### config.mk
export PLATFORM = sky130hd
export DESIGN_NAME = son_stream_splitter_flat
export DESIGN_NICKNAME = d
export VERILOG_FILES = /design/src/rtl/son_split_if.sv /design/src/rtl/son_stream_splitter.sv /design/src/flat_wrapper.sv
export SDC_FILE = /design/constraint.sdc
export NUM_CORES = 1
export LEC_CHECK = 0
export ABC_CLOCK_PERIOD_IN_PS = 4700
export CORE_ASPECT_RATIO = 1.25
export CORE_UTILIZATION = 33
export CTS_BUF_LIST = sky130_fd_sc_hd__clkbuf_16
export DETAILED_ROUTE_END_ITERATION = 12
export SYNTH_ARGS = -nofsm -noshare
export SYNTH_HDL_FRONTEND = slang
export SYNTH_SLANG_ARGS = --single-unit
### constraint.sdc
create_clock -name clk -period 4.7 [get_ports clk]
set_input_delay 0.47 -clock clk [delete_from_list [all_inputs] [get_ports clk]]
set_output_delay 0.47 -clock clk [all_outputs]
set_load 0.02 [all_outputs]
### src/rtl/son_split_if.sv
// son_split_if: handshake bundle for son_stream_splitter.
//   din / din_valid / din_ready          - 16-bit input result stream
//   dout_chN / dout_valid_chN / dout_ready_chN (N = 0..2) - 11-bit channel streams
// Words are two's-complement signed values carried as plain logic vectors.
//
// Handshake: a word moves across a link in every cycle where valid and ready
// are both high at the rising clock edge. A producer that raises valid keeps
// it high and keeps the data stable until that transfer happens; ready may
// change freely and never depends on being asked.
//
// Modports: master = stream source / channel consumer (e.g. the bench),
//           slave  = the splitter itself.
interface son_split_if;
  logic [15:0] din;
  logic        din_valid;
  logic        din_ready;
  logic [10:0] dout_ch0;
  logic [10:0] dout_ch1;
  logic [10:0] dout_ch2;
  logic        dout_valid_ch0;
  logic        dout_valid_ch1;
  logic        dout_valid_ch2;
  logic        dout_ready_ch0;
  logic        dout_ready_ch1;
  logic        dout_ready_ch2;

  modport master (
    output din, din_valid, dout_ready_ch0, dout_ready_ch1, dout_ready_ch2,
    input  din_ready, dout_ch0, dout_ch1, dout_ch2,
    input  dout_valid_ch0, dout_valid_ch1, dout_valid_ch2
  );

  modport slave (
    input  din, din_valid, dout_ready_ch0, dout_ready_ch1, dout_ready_ch2,
    output din_ready, dout_ch0, dout_ch1, dout_ch2,
    output dout_valid_ch0, dout_valid_ch1, dout_valid_ch2
  );
endinterface

### src/rtl/son_stream_splitter.sv
// son_stream_splitter: splits one 16-bit signed result stream into three
// 11-bit signed channel streams, each buffered by its own FIFO.
//
// Ports:
//   clk           - single clock
//   rst_n         - asynchronous active-low reset
//   cfg_of_split  - [1:0] route mode (0 round-robin, 1 broadcast, 2 tagged,
//                   3 discard), [3:2] arithmetic right-shift amount
//   bus (slave)   - din/din_valid/din_ready input stream and the three
//                   dout_chN/dout_valid_chN/dout_ready_chN channel streams
//   drop_cnt      - saturating count of accepted-but-discarded words
//   sat_flag      - (SPLIT_SAT_EN only) sticky: some written word saturated
//
// Build option: define SPLIT_SAT_EN to clamp the 16->11 narrowing to
// [-1024, +1023] and add sat_flag; otherwise the value is truncated.
module son_stream_splitter #(
  parameter int FIFO_DEPTH = 4,
  parameter int DROP_CNT_W = 8
) (
  input  logic                  clk,
  input  logic                  rst_n,
  input  logic [3:0]            cfg_of_split,
  son_split_if.slave            bus,
  output logic [DROP_CNT_W-1:0] drop_cnt
`ifdef SPLIT_SAT_EN
  , output logic                sat_flag
`endif
);

  localparam int             AW       = $clog2(FIFO_DEPTH);
  localparam logic [AW:0]    FULL_CNT = (AW+1)'(FIFO_DEPTH);
  localparam logic [AW:0]    CNT_ONE  = (AW+1)'(1);
  localparam logic [AW-1:0]  PTR_ONE  = AW'(1);

  typedef enum logic [1:0] {
    MODE_RR      = 2'd0,
    MODE_BCAST   = 2'd1,
    MODE_TAGGED  = 2'd2,
    MODE_DISCARD = 2'd3
  } mode_e;

  mode_e       mode;
  mode_e       prev_mode;
  logic [1:0]  shift;
  logic [1:0]  rr_ptr;
  logic [1:0]  rr_eff;
  logic [1:0]  tag;

  logic [10:0]   mem    [3][FIFO_DEPTH];
  logic [AW-1:0] wr_ptr [3];
  logic [AW-1:0] rd_ptr [3];
  logic [AW:0]   count  [3];

  logic [3:0]  full_x;   // bit 3 is a constant 0 so a 2-bit index is always in range
  logic [2:0]  wr_en;
  logic [2:0]  rd_en;
  logic [2:0]  valid;
  logic [2:0]  ready;
  logic        ready_c;
  logic        accept;
  logic        drop;

  logic signed [15:0] payload;
  logic signed [15:0] value;
  logic [10:0]        conv;
`ifdef SPLIT_SAT_EN
  logic               conv_sat;
`endif

  assign mode  = mode_e'(cfg_of_split[1:0]);
  assign shift = cfg_of_split[3:2];
  assign tag   = bus.din[15:14];

  // A mode change seen this cycle restarts round-robin at channel 0 for the
  // word accepted in this very cycle, not one cycle later.
  assign rr_eff = (mode != prev_mode) ? 2'd0 : rr_ptr;

  assign ready = {bus.dout_ready_ch2, bus.dout_ready_ch1, bus.dout_ready_ch0};

  always_comb begin
    full_x = 4'b0000;
    valid  = 3'b000;
    for (int c = 0; c < 3; c++) begin
      full_x[c] = (count[c] == FULL_CNT);
      valid[c]  = (count[c] != '0);
    end
  end

  assign rd_en = valid & ready;

  // Readiness depends only on "full", never on a same-cycle read, so a full
  // FIFO cannot be written even if its consumer is popping.
  always_comb begin
    ready_c = 1'b0;
    case (mode)
      MODE_RR:      ready_c = !full_x[rr_eff];
      MODE_BCAST:   ready_c = (full_x[2:0] == 3'b000);
      MODE_TAGGED:  ready_c = (tag == 2'd3) ? 1'b1 : !full_x[tag];
      MODE_DISCARD: ready_c = 1'b1;
      default:      ready_c = 1'b0;
    endcase
  end

  assign bus.din_ready = rst_n & ready_c;
  assign accept        = bus.din_valid & bus.din_ready;

  always_comb begin
    wr_en = 3'b000;
    for (int c = 0; c < 3; c++) begin
      case (mode)
        MODE_RR:     wr_en[c] = accept && (rr_eff == 2'(c));
        MODE_BCAST:  wr_en[c] = accept;
        MODE_TAGGED: wr_en[c] = accept && (tag == 2'(c));
        default:     wr_en[c] = 1'b0;
      endcase
    end
  end

  assign drop = accept && ((mode == MODE_DISCARD) ||
                           ((mode == MODE_TAGGED) && (tag == 2'd3)));

  // Tagged words carry a 14-bit signed payload below the tag.
  assign payload = (mode == MODE_TAGGED) ? {{2{bus.din[13]}}, bus.din[13:0]}
                                         : bus.din;
  assign value   = payload >>> shift;

  always_comb begin
`ifdef SPLIT_SAT_EN
    conv_sat = 1'b0;
    conv     = value[10:0];
    if (value > 16'sd1023) begin
      conv     = 11'h3FF;
      conv_sat = 1'b1;
    end else if (value < -16'sd1024) begin
      conv     = 11'h400;
      conv_sat = 1'b1;
    end
`else
    conv = value[10:0];
`endif
  end

  always_ff @(posedge clk or negedge rst_n) begin
    if (!rst_n) begin
      prev_mode <= MODE_RR;
      rr_ptr    <= 2'd0;
      drop_cnt  <= '0;
`ifdef SPLIT_SAT_EN
      sat_flag  <= 1'b0;
`endif
      for (int c = 0; c < 3; c++) begin
        wr_ptr[c] <= '0;
        rd_ptr[c] <= '0;
        count[c]  <= '0;
        for (int i = 0; i < FIFO_DEPTH; i++) begin
          mem[c][i] <= '0;
        end
      end
    end else begin
      prev_mode <= mode;
      if ((mode == MODE_RR) && accept) begin
        rr_ptr <= (rr_eff == 2'd2) ? 2'd0 : rr_eff + 2'd1;
      end else begin
        rr_ptr <= rr_eff;
      end

      if (drop && (drop_cnt != '1)) begin
        drop_cnt <= drop_cnt + 1'b1;
      end

`ifdef SPLIT_SAT_EN
      if ((wr_en != 3'b000) && conv_sat) begin
        sat_flag <= 1'b1;
      end
`endif

      for (int c = 0; c < 3; c++) begin
        if (wr_en[c]) begin
          mem[c][wr_ptr[c]] <= conv;
          wr_ptr[c]         <= wr_ptr[c] + PTR_ONE;
        end
        if (rd_en[c]) begin
          rd_ptr[c] <= rd_ptr[c] + PTR_ONE;
        end
        case ({wr_en[c], rd_en[c]})
          2'b10:   count[c] <= count[c] + CNT_ONE;
          2'b01:   count[c] <= count[c] - CNT_ONE;
          default: count[c] <= count[c];
        endcase
      end
    end
  end

  // Channel outputs come straight from each FIFO's head entry.
  assign bus.dout_ch0       = mem[0][rd_ptr[0]];
  assign bus.dout_ch1       = mem[1][rd_ptr[1]];
  assign bus.dout_ch2       = mem[2][rd_ptr[2]];
  assign bus.dout_valid_ch0 = valid[0];
  assign bus.dout_valid_ch1 = valid[1];
  assign bus.dout_valid_ch2 = valid[2];

endmodule

### src/flat_wrapper.sv
// flat-port wrapper written by rule: the top's interface ports become plain ports
module son_stream_splitter_flat 
#(
  parameter int FIFO_DEPTH = 4,
  parameter int DROP_CNT_W = 8
)
  (clk, rst_n, cfg_of_split, drop_cnt, bus_din, bus_din_valid, bus_dout_ready_ch0, bus_dout_ready_ch1, bus_dout_ready_ch2, bus_din_ready, bus_dout_ch0, bus_dout_ch1, bus_dout_ch2, bus_dout_valid_ch0, bus_dout_valid_ch1, bus_dout_valid_ch2);
  son_split_if bus_i ();
  input  logic clk;
  input  logic rst_n;
  input  logic [3:0] cfg_of_split;
  output logic [DROP_CNT_W-1:0] drop_cnt;
  input wire logic [$bits(bus_i.din)-1:0] bus_din;
  input wire logic [$bits(bus_i.din_valid)-1:0] bus_din_valid;
  input wire logic [$bits(bus_i.dout_ready_ch0)-1:0] bus_dout_ready_ch0;
  input wire logic [$bits(bus_i.dout_ready_ch1)-1:0] bus_dout_ready_ch1;
  input wire logic [$bits(bus_i.dout_ready_ch2)-1:0] bus_dout_ready_ch2;
  output wire logic [$bits(bus_i.din_ready)-1:0] bus_din_ready;
  output wire logic [$bits(bus_i.dout_ch0)-1:0] bus_dout_ch0;
  output wire logic [$bits(bus_i.dout_ch1)-1:0] bus_dout_ch1;
  output wire logic [$bits(bus_i.dout_ch2)-1:0] bus_dout_ch2;
  output wire logic [$bits(bus_i.dout_valid_ch0)-1:0] bus_dout_valid_ch0;
  output wire logic [$bits(bus_i.dout_valid_ch1)-1:0] bus_dout_valid_ch1;
  output wire logic [$bits(bus_i.dout_valid_ch2)-1:0] bus_dout_valid_ch2;
  assign bus_i.din = bus_din;
  assign bus_i.din_valid = bus_din_valid;
  assign bus_i.dout_ready_ch0 = bus_dout_ready_ch0;
  assign bus_i.dout_ready_ch1 = bus_dout_ready_ch1;
  assign bus_i.dout_ready_ch2 = bus_dout_ready_ch2;
  assign bus_din_ready = bus_i.din_ready;
  assign bus_dout_ch0 = bus_i.dout_ch0;
  assign bus_dout_ch1 = bus_i.dout_ch1;
  assign bus_dout_ch2 = bus_i.dout_ch2;
  assign bus_dout_valid_ch0 = bus_i.dout_valid_ch0;
  assign bus_dout_valid_ch1 = bus_i.dout_valid_ch1;
  assign bus_dout_valid_ch2 = bus_i.dout_valid_ch2;
  son_stream_splitter #(.FIFO_DEPTH(FIFO_DEPTH), .DROP_CNT_W(DROP_CNT_W)) u_core (.clk(clk), .rst_n(rst_n), .cfg_of_split(cfg_of_split), .bus(bus_i), .drop_cnt(drop_cnt));
endmodule
---- Word-level counts from Yosys, hierarchy flattened ----
Cells that the tools add are included.
operators by class
  add/subtract/negate cells ............... 14
  $mul .................................... 0
  divide/modulo/power cells ............... 0
  $lt $le $gt $ge ......................... 11
  equality and inequality tests ........... 19
  shifts and indexed selects .............. 1
  mux-type cells .......................... 34
  bitwise gates (word level) .............. 9
  reduce and logical (&&, ||, !) cells .... 26
operator list
  cell                 number
  $bwmux 44            3
  $mux 11              9
  $bmux 11 s2          3
  $demux 11 s2         3
  $ge 3x3->1 const B   6
  $not 2->3            6
  $pmux 3 s2           3
  $eq 2x2->1 const B   8
  $mux 16              1
  $sshr 16x2->11       1
  $add 2x1->2 const B  7
  $logic_and 1x1->1    13
  $eq 2x1->1 const B   6
  $add 3x1->3 const B  3
  $eq 3x3->1 const B   3
  $lt 3x1->1 const B   3
  $pmux 1 s3           3
  $reduce_bool 3->1    3
  $sub 3x1->3 const B  3
  $add 8x1->8 const B  1
  $ne 8x8->1 const B   1
  $logic_not 2->1      3
  $lt 2x3->1 const B   2
  $mux 2               3
  10 further kinds     17
word-level totals
  register bits after elaboration ......... 165
  latch bits .............................. 0
  RAM bits ................................ 0
  ROM bits ................................ 0
  output and inout bits ................... 45
  logic and storage cells ................. 138
  memories ................................ 0

---- Logic depth before layout (Yosys ltp) ----
  word-level depth ........................ 12
  mapped depth ............................ 12
  gate-level depth less buffers ........... 10

---- Least setup slack after synthesis ----
OpenSTA, ideal clock, no wires.
  kind .................................... flip-flop to flip-flop
  start point ............................. register u_core.count[7] (netlist name)
  end point ............................... register u_core.count[5] (netlist name)
  arrival time ............................ 2.719 ns
  required time ........................... 4.621 ns
  setup slack ............................. 1.902 ns
  cell stages (with the launch flop) ...... 12
  path buffers ............................ 1
  cell sequence ........................... dfrtp_1 or3b_1 o32ai_4 and4b_1 buf_2 nand3_1 ha_1 inv_1 fa_1 xor2_1 nor2_1 xor2_1
between the ends
  cells in the longest elaborated chain, start to end .. 12
RTL lines
  what                                                    line                                                    text
  from (decl)                                             son_stream_splitter.sv:52                               logic [AW:0] count [3];
  from (signal, indexed assignment)                       son_stream_splitter.sv:186                              2'b10: count[c] <= count[c] + CNT_ONE;
  from (signal, indexed assignment)                       son_stream_splitter.sv:187                              2'b01: count[c] <= count[c] - CNT_ONE;
  from (signal, indexed assignment)                       son_stream_splitter.sv:188                              default: count[c] <= count[c];
  $eq 3x3->1 *                                            son_stream_splitter.sv:84                               full_x[c] = (count[c] == FULL_CNT);
  $bmux 1 s2                                              son_stream_splitter.sv:98                               MODE_TAGGED: ready_c = (tag == 2'd3) ? 1'b1 : !full_x[tag];
  $mux 1 (not written as such)                            son_stream_splitter.sv:98
  $logic_not 1->1                                         son_stream_splitter.sv:98
  $mux 1                                                  son_stream_splitter.sv:98
  $pmux 1 s4 *                                            son_stream_splitter.sv:95                               case (mode)
  $and 1x1->1 *                                           son_stream_splitter.sv:104                              assign bus.din_ready = rst_n & ready_c;
  $and 1x1->1 *                                           son_stream_splitter.sv:105                              assign accept = bus.din_valid & bus.din_ready;
  $logic_and 1x1->1, on equally long branches             son_stream_splitter.sv:113, son_stream_splitter.sv:111
  $pmux 1 s3 *                                            son_stream_splitter.sv:110                              case (mode)
  $eq 2x1->1 / $eq 2x2->1 (equally long branches)         son_stream_splitter.sv:185                              case ({wr_en[c], rd_en[c]})
  $pmux 3 s2 / $reduce_bool 2->1 (equally long branches)  n/a
Mark *: on every way between the ends. The rest lies on a longest branch, timed or not. The select of a mux whose other input is x is not followed.
A chain may end at the register's enable or synchronous reset.

---- Worst setup path in the final report ----
  start point ............................. input port cfg_of_split[1]
  end point ............................... output port bus_din_ready
between the ends
  cells in the longest elaborated chain, start to end .. 7
RTL lines
  what                          line                        text
  from (decl)                   flat_wrapper.sv:11          input logic [3:0] cfg_of_split;
  $ne 2x2->1                    son_stream_splitter.sv:76   assign rr_eff = (mode != prev_mode) ? 2'd0 : rr_ptr;
  $mux 2                        son_stream_splitter.sv:76
  $bmux 1 s2                    son_stream_splitter.sv:96   MODE_RR: ready_c = !full_x[rr_eff];
  $mux 1 (not written as such)  son_stream_splitter.sv:96
  $logic_not 1->1               son_stream_splitter.sv:96
  $pmux 1 s4 *                  son_stream_splitter.sv:95
  $and 1x1->1 *                 son_stream_splitter.sv:104
  to (decl)                     flat_wrapper.sv:18          output wire logic [$bits(bus_i.din_ready)-1:0] bus_din_ready;
Marks and branches as above.

==> results.sh <==
export IMPL_r2r_start="u_core.count[7]$_DFFE_PN0P_"
export IMPL_ios=71
export IMPL_grt_start_max_net_pins=92
export IMPL_slew_headroom_pct=25.5
export IMPL_wl_per_cell_um=18.9
export IMPL_fmax_ghz=0.280
export IMPL_worstPathArrival_ns=3.10
export IMPL_finalInstanceArea_um2=9840
export IMPL_required_ns=4.23
export IMPL_fin_tns_setup_ns=0
export IMPL_placed_area_um2=9250
export IMPL_seq_area_um2=4130
export IMPL_cts_root_buf="clkbuf_16"
export IMPL_yosysUniqueCellTypes=52
export IMPL_gp_congestion=0.764
export IMPL_num_nets_final=645
export IMPL_gr_total_overflow=0
export IMPL_die_y_um=180
export IMPL_syn_to_final_growth_pct=18.2
export IMPL_hpwl_um=12300
export IMPL_hold_class="input pin to asynchronous set/reset pin"
export IMPL_port_buffers=70
export IMPL_synth_edff_count=0
export IMPL_synth_nets=584
export IMPL_rsz0062_at_grt="false"
export IMPL_period_minus_slack_ns=3.57
export IMPL_synthArstFlopShare_pct=100
export IMPL_maxCapViolations=0
export IMPL_drtIter0Drc=124
export IMPL_die_area_um2=25900
export IMPL_drt_wl_total_um=17900
export IMPL_antenna_found_initial=0
export IMPL_diodes=0
export IMPL_num_fill_cells=2295
export IMPL_ys_seq_area_share_pct=49.6
export IMPL_core_area_um2=24700
export IMPL_multi_input_area_um2=3900
export IMPL_hold_viol=0
export IMPL_htreeDepth=4
export IMPL_cts_tree="yes"
export IMPL_grt_pass1_vias=5272
export IMPL_max_stage_delay_ns=0.71
export IMPL_finalCritPeriodShare_pct=76.0
export IMPL_die_w_um=144
export IMPL_p_leak_nw=4.32
export IMPL_cts_made_buffers=17
export IMPL_drive_gt1_share_pct=39.3
export IMPL_synth_area_leader_cell="dfrtp_1"
export IMPL_ys_flop_type="dfrtp_1"
export IMPL_drv_slew=0
export IMPL_drc=0
export IMPL_synthTopCellsByArea="dfrtp_1 (50%), mux2_2 (13%), mux4_2 (12%)"
export IMPL_netlist_area_um2=8330
export IMPL_critPathMaxFanout=14
export IMPL_cpMostUsedCell="clkdlybuf4s50_1"
export IMPL_startpoint="cfg_of_split[1]"
export IMPL_dr_pass1_iters=4
export IMPL_setup_viol=0
export IMPL_grt_pass1_wl_um=29300
export IMPL_crit_path_top_delay_cell="clkdlybuf4s50_1"
export IMPL_vias=4639
export IMPL_hold_slack_ns=0.499
export IMPL_dp_cells=910
export IMPL_post_place_ws_ns=1.04
export IMPL_end_kind="primary output"
export IMPL_ys_ff_latch=165
export IMPL_track_usage_pct=15.1
export IMPL_reg2reg_depth=10
export IMPL_power_density_nw_per_um2=669
export IMPL_crit_type="input pin to primary output"
export IMPL_avgViaCountPerCell=4.92
export IMPL_vdd_ir_drop_max_mv=0.304
export IMPL_clock_skew_ns=0.0121
export IMPL_yosysTopAreaCellShare_pct=49.6
export IMPL_worstMarginPinSlew_ns=1.12
export IMPL_layout_cells_non_filler=943
export IMPL_netlist_instances=539
export IMPL_total_power_mw=6.59
export IMPL_clock_sinks=165
export IMPL_cts_buffer_depth=2
export IMPL_fin_ws_ns=1.13
export IMPL_yosys_warnings=0
export IMPL_insertion_delay_ns=0.43
export IMPL_cp_cell_sequence="clkdlybuf4s50_1 -> xnor2_1 -> a211o_1 -> and4b_1 -> and3_1 -> clkdlybuf4s50_1"
export IMPL_start_util_pct=33.8
export IMPL_status="complete, no violations"
export IMPL_cts_setup_buffers=0
export IMPL_cts_clk_slew_worst_paths_ns=0.07
export IMPL_ant_nets=0
export IMPL_syn_avg_cell_area_um2=15.5
export IMPL_row_count=64
export IMPL_critPathLaunchType="input pin"
export IMPL_finalCoreUtilization_pct=39.9
-- layout by cell type, fill, tap and decap left out, types with 2 or more instances in the layout --
cell type and instances:
dfrtp_1 165, mux2_2 95, clkdlybuf4s50_1 69, mux4_2 44
mux2_4 40, nand2_1 17, inv_1 17, clkbuf_16 17
ha_1 16, xor2_1 14, xnor2_1 13, nor2_1 8
buf_4 6, nand3_1 5, inv_6 5, inv_8 5
o21ai_0 4, a21oi_1 4, nand2_2 4, nor3_2 4
nand4_2 4, nor4_1 3, or3_1 3, and2_1 3
a21o_1 3, fa_1 3, nand4_1 2, mux2i_1 2
and3_1 2, nor2b_1 2, nor4b_1 2, nand4b_1 2
a211o_1 2, nor4bb_1 2, o211ai_1 2, clkinv_8 2
clkinvlp_4 2
-- flip-flops by register name (all words and copies together) (netlist names) --
| name | cells |
|---|---|
| u_core.wr_ptr | 6 |
| u_core.drop_cnt | 8 |
| u_core.rd_ptr | 6 |
| u_core.rr_ptr | 2 |
| u_core.prev_mode | 2 |
| u_core.count | 9 |
| u_core.mem | 132 |
-- critical path: cells and delay by family --
| family | cells | cell delay, ns |
|---|---|---|
| buffers and inverters | 2 | 1.34 |
| XOR/XNOR | 1 | 0.46 |
| AO/OA/AOI/OAI | 1 | 0.20 |
| AND/OR/NAND/NOR | 2 | 0.63 |
-- synthesized netlist by cell type, types with 2 or more instances --
library cell  count
buf_1             7
or3_1             3
nor4bb_1          2
xnor2_1          13
and3_1            2
mux2_4           40
a21oi_1           4
nand2_2           4
nand4_1           2
buf_2             2
ha_1             16
nor4b_1           2
mux2i_1           2
a21o_1            3
o21ai_0           4
nor2b_1           2
dfrtp_1         165
nor2_1            8
nor4_1            3
fa_1              3
nand4_2           4
a211o_1           2
and2_1            3
nor3_2            4
buf_6            13
clkbuf_1         12
nand3_1           5
mux2_2           95
o211ai_1          2
inv_1            17
mux4_2           44
nand2_1          17
nand4b_1          2
xor2_1           14
-- metal layers --
metal  track usage [%]  wire length (um)  share of wire [%]
met1              18.0              7420                 42
met2              26.7              9620                 54
met3              3.14               563                3.2
met4              4.64               262                1.5
met5                 0                 0                  0
-- path summary, 6_finish.rpt --
| kind | endpoint | slack, ns |
|---|---|---|
| worst min-delay path | u_core.mem[55]$_DFFE_PN0P_ | 0.50 |
| worst max-delay path | bus_din_ready | 1.13 |
| worst min register to register | u_core.mem[95]$_DFFE_PN0P_ | 0.50 |
| min in group clk | u_core.mem[95]$_DFFE_PN0P_ | 0.50 |
| worst max register to register | u_core.count[8]$_DFFE_PN0P_ | 1.64 |
| max in group asynchronous | u_core.count[0]$_DFFE_PN0P_ | 2.15 |
-- timing repair --
| item | in CTS | in global routing |
|---|---|---|
| hold buffers | 1 | 0 |
| endpoints found under the hold margin | 31 | 0 |
| resized for setup | 0 | 0 |
-- where the power goes --
group	leakage [nW]	total, mW	switching, mW	internal (mW)
clock	0.281	1.36	0.653	0.712
sequential	2.08	2.57	0.535	2.03
combinational	1.95	2.66	1.09	1.56
total	4.32	6.59	2.28	4.31
-- area by class of cell --
| type | count | share of cell area [%] |
|---|---|---|
| Sequential cell | 165 | 41.9 |
| Multi-Input combinational cell | 322 | 39.6 |
| Timing Repair Buffer | 77 | 7.69 |
| Clock buffer | 17 | 4.32 |
| Tap cell | 330 | 4.19 |
| Clock inverter | 15 | 1.59 |
| Inverter | 17 | 0.648 |
-- kinds of logic (layout without fill, tap and decap cells) --
group           count (synthesis)  count (layout)  synth area share [%]
fa+ha+maj                      19              19                  3.13
simple gates                   73              73                  6.02
buf+inv                        52             126                  3.59
xor+xnor                       27              27                  2.84
mux                           182             182                  32.3
flops                         165             165                  49.6
compound gates                 21              21                  2.51
(Power assumes the default switching activity.)
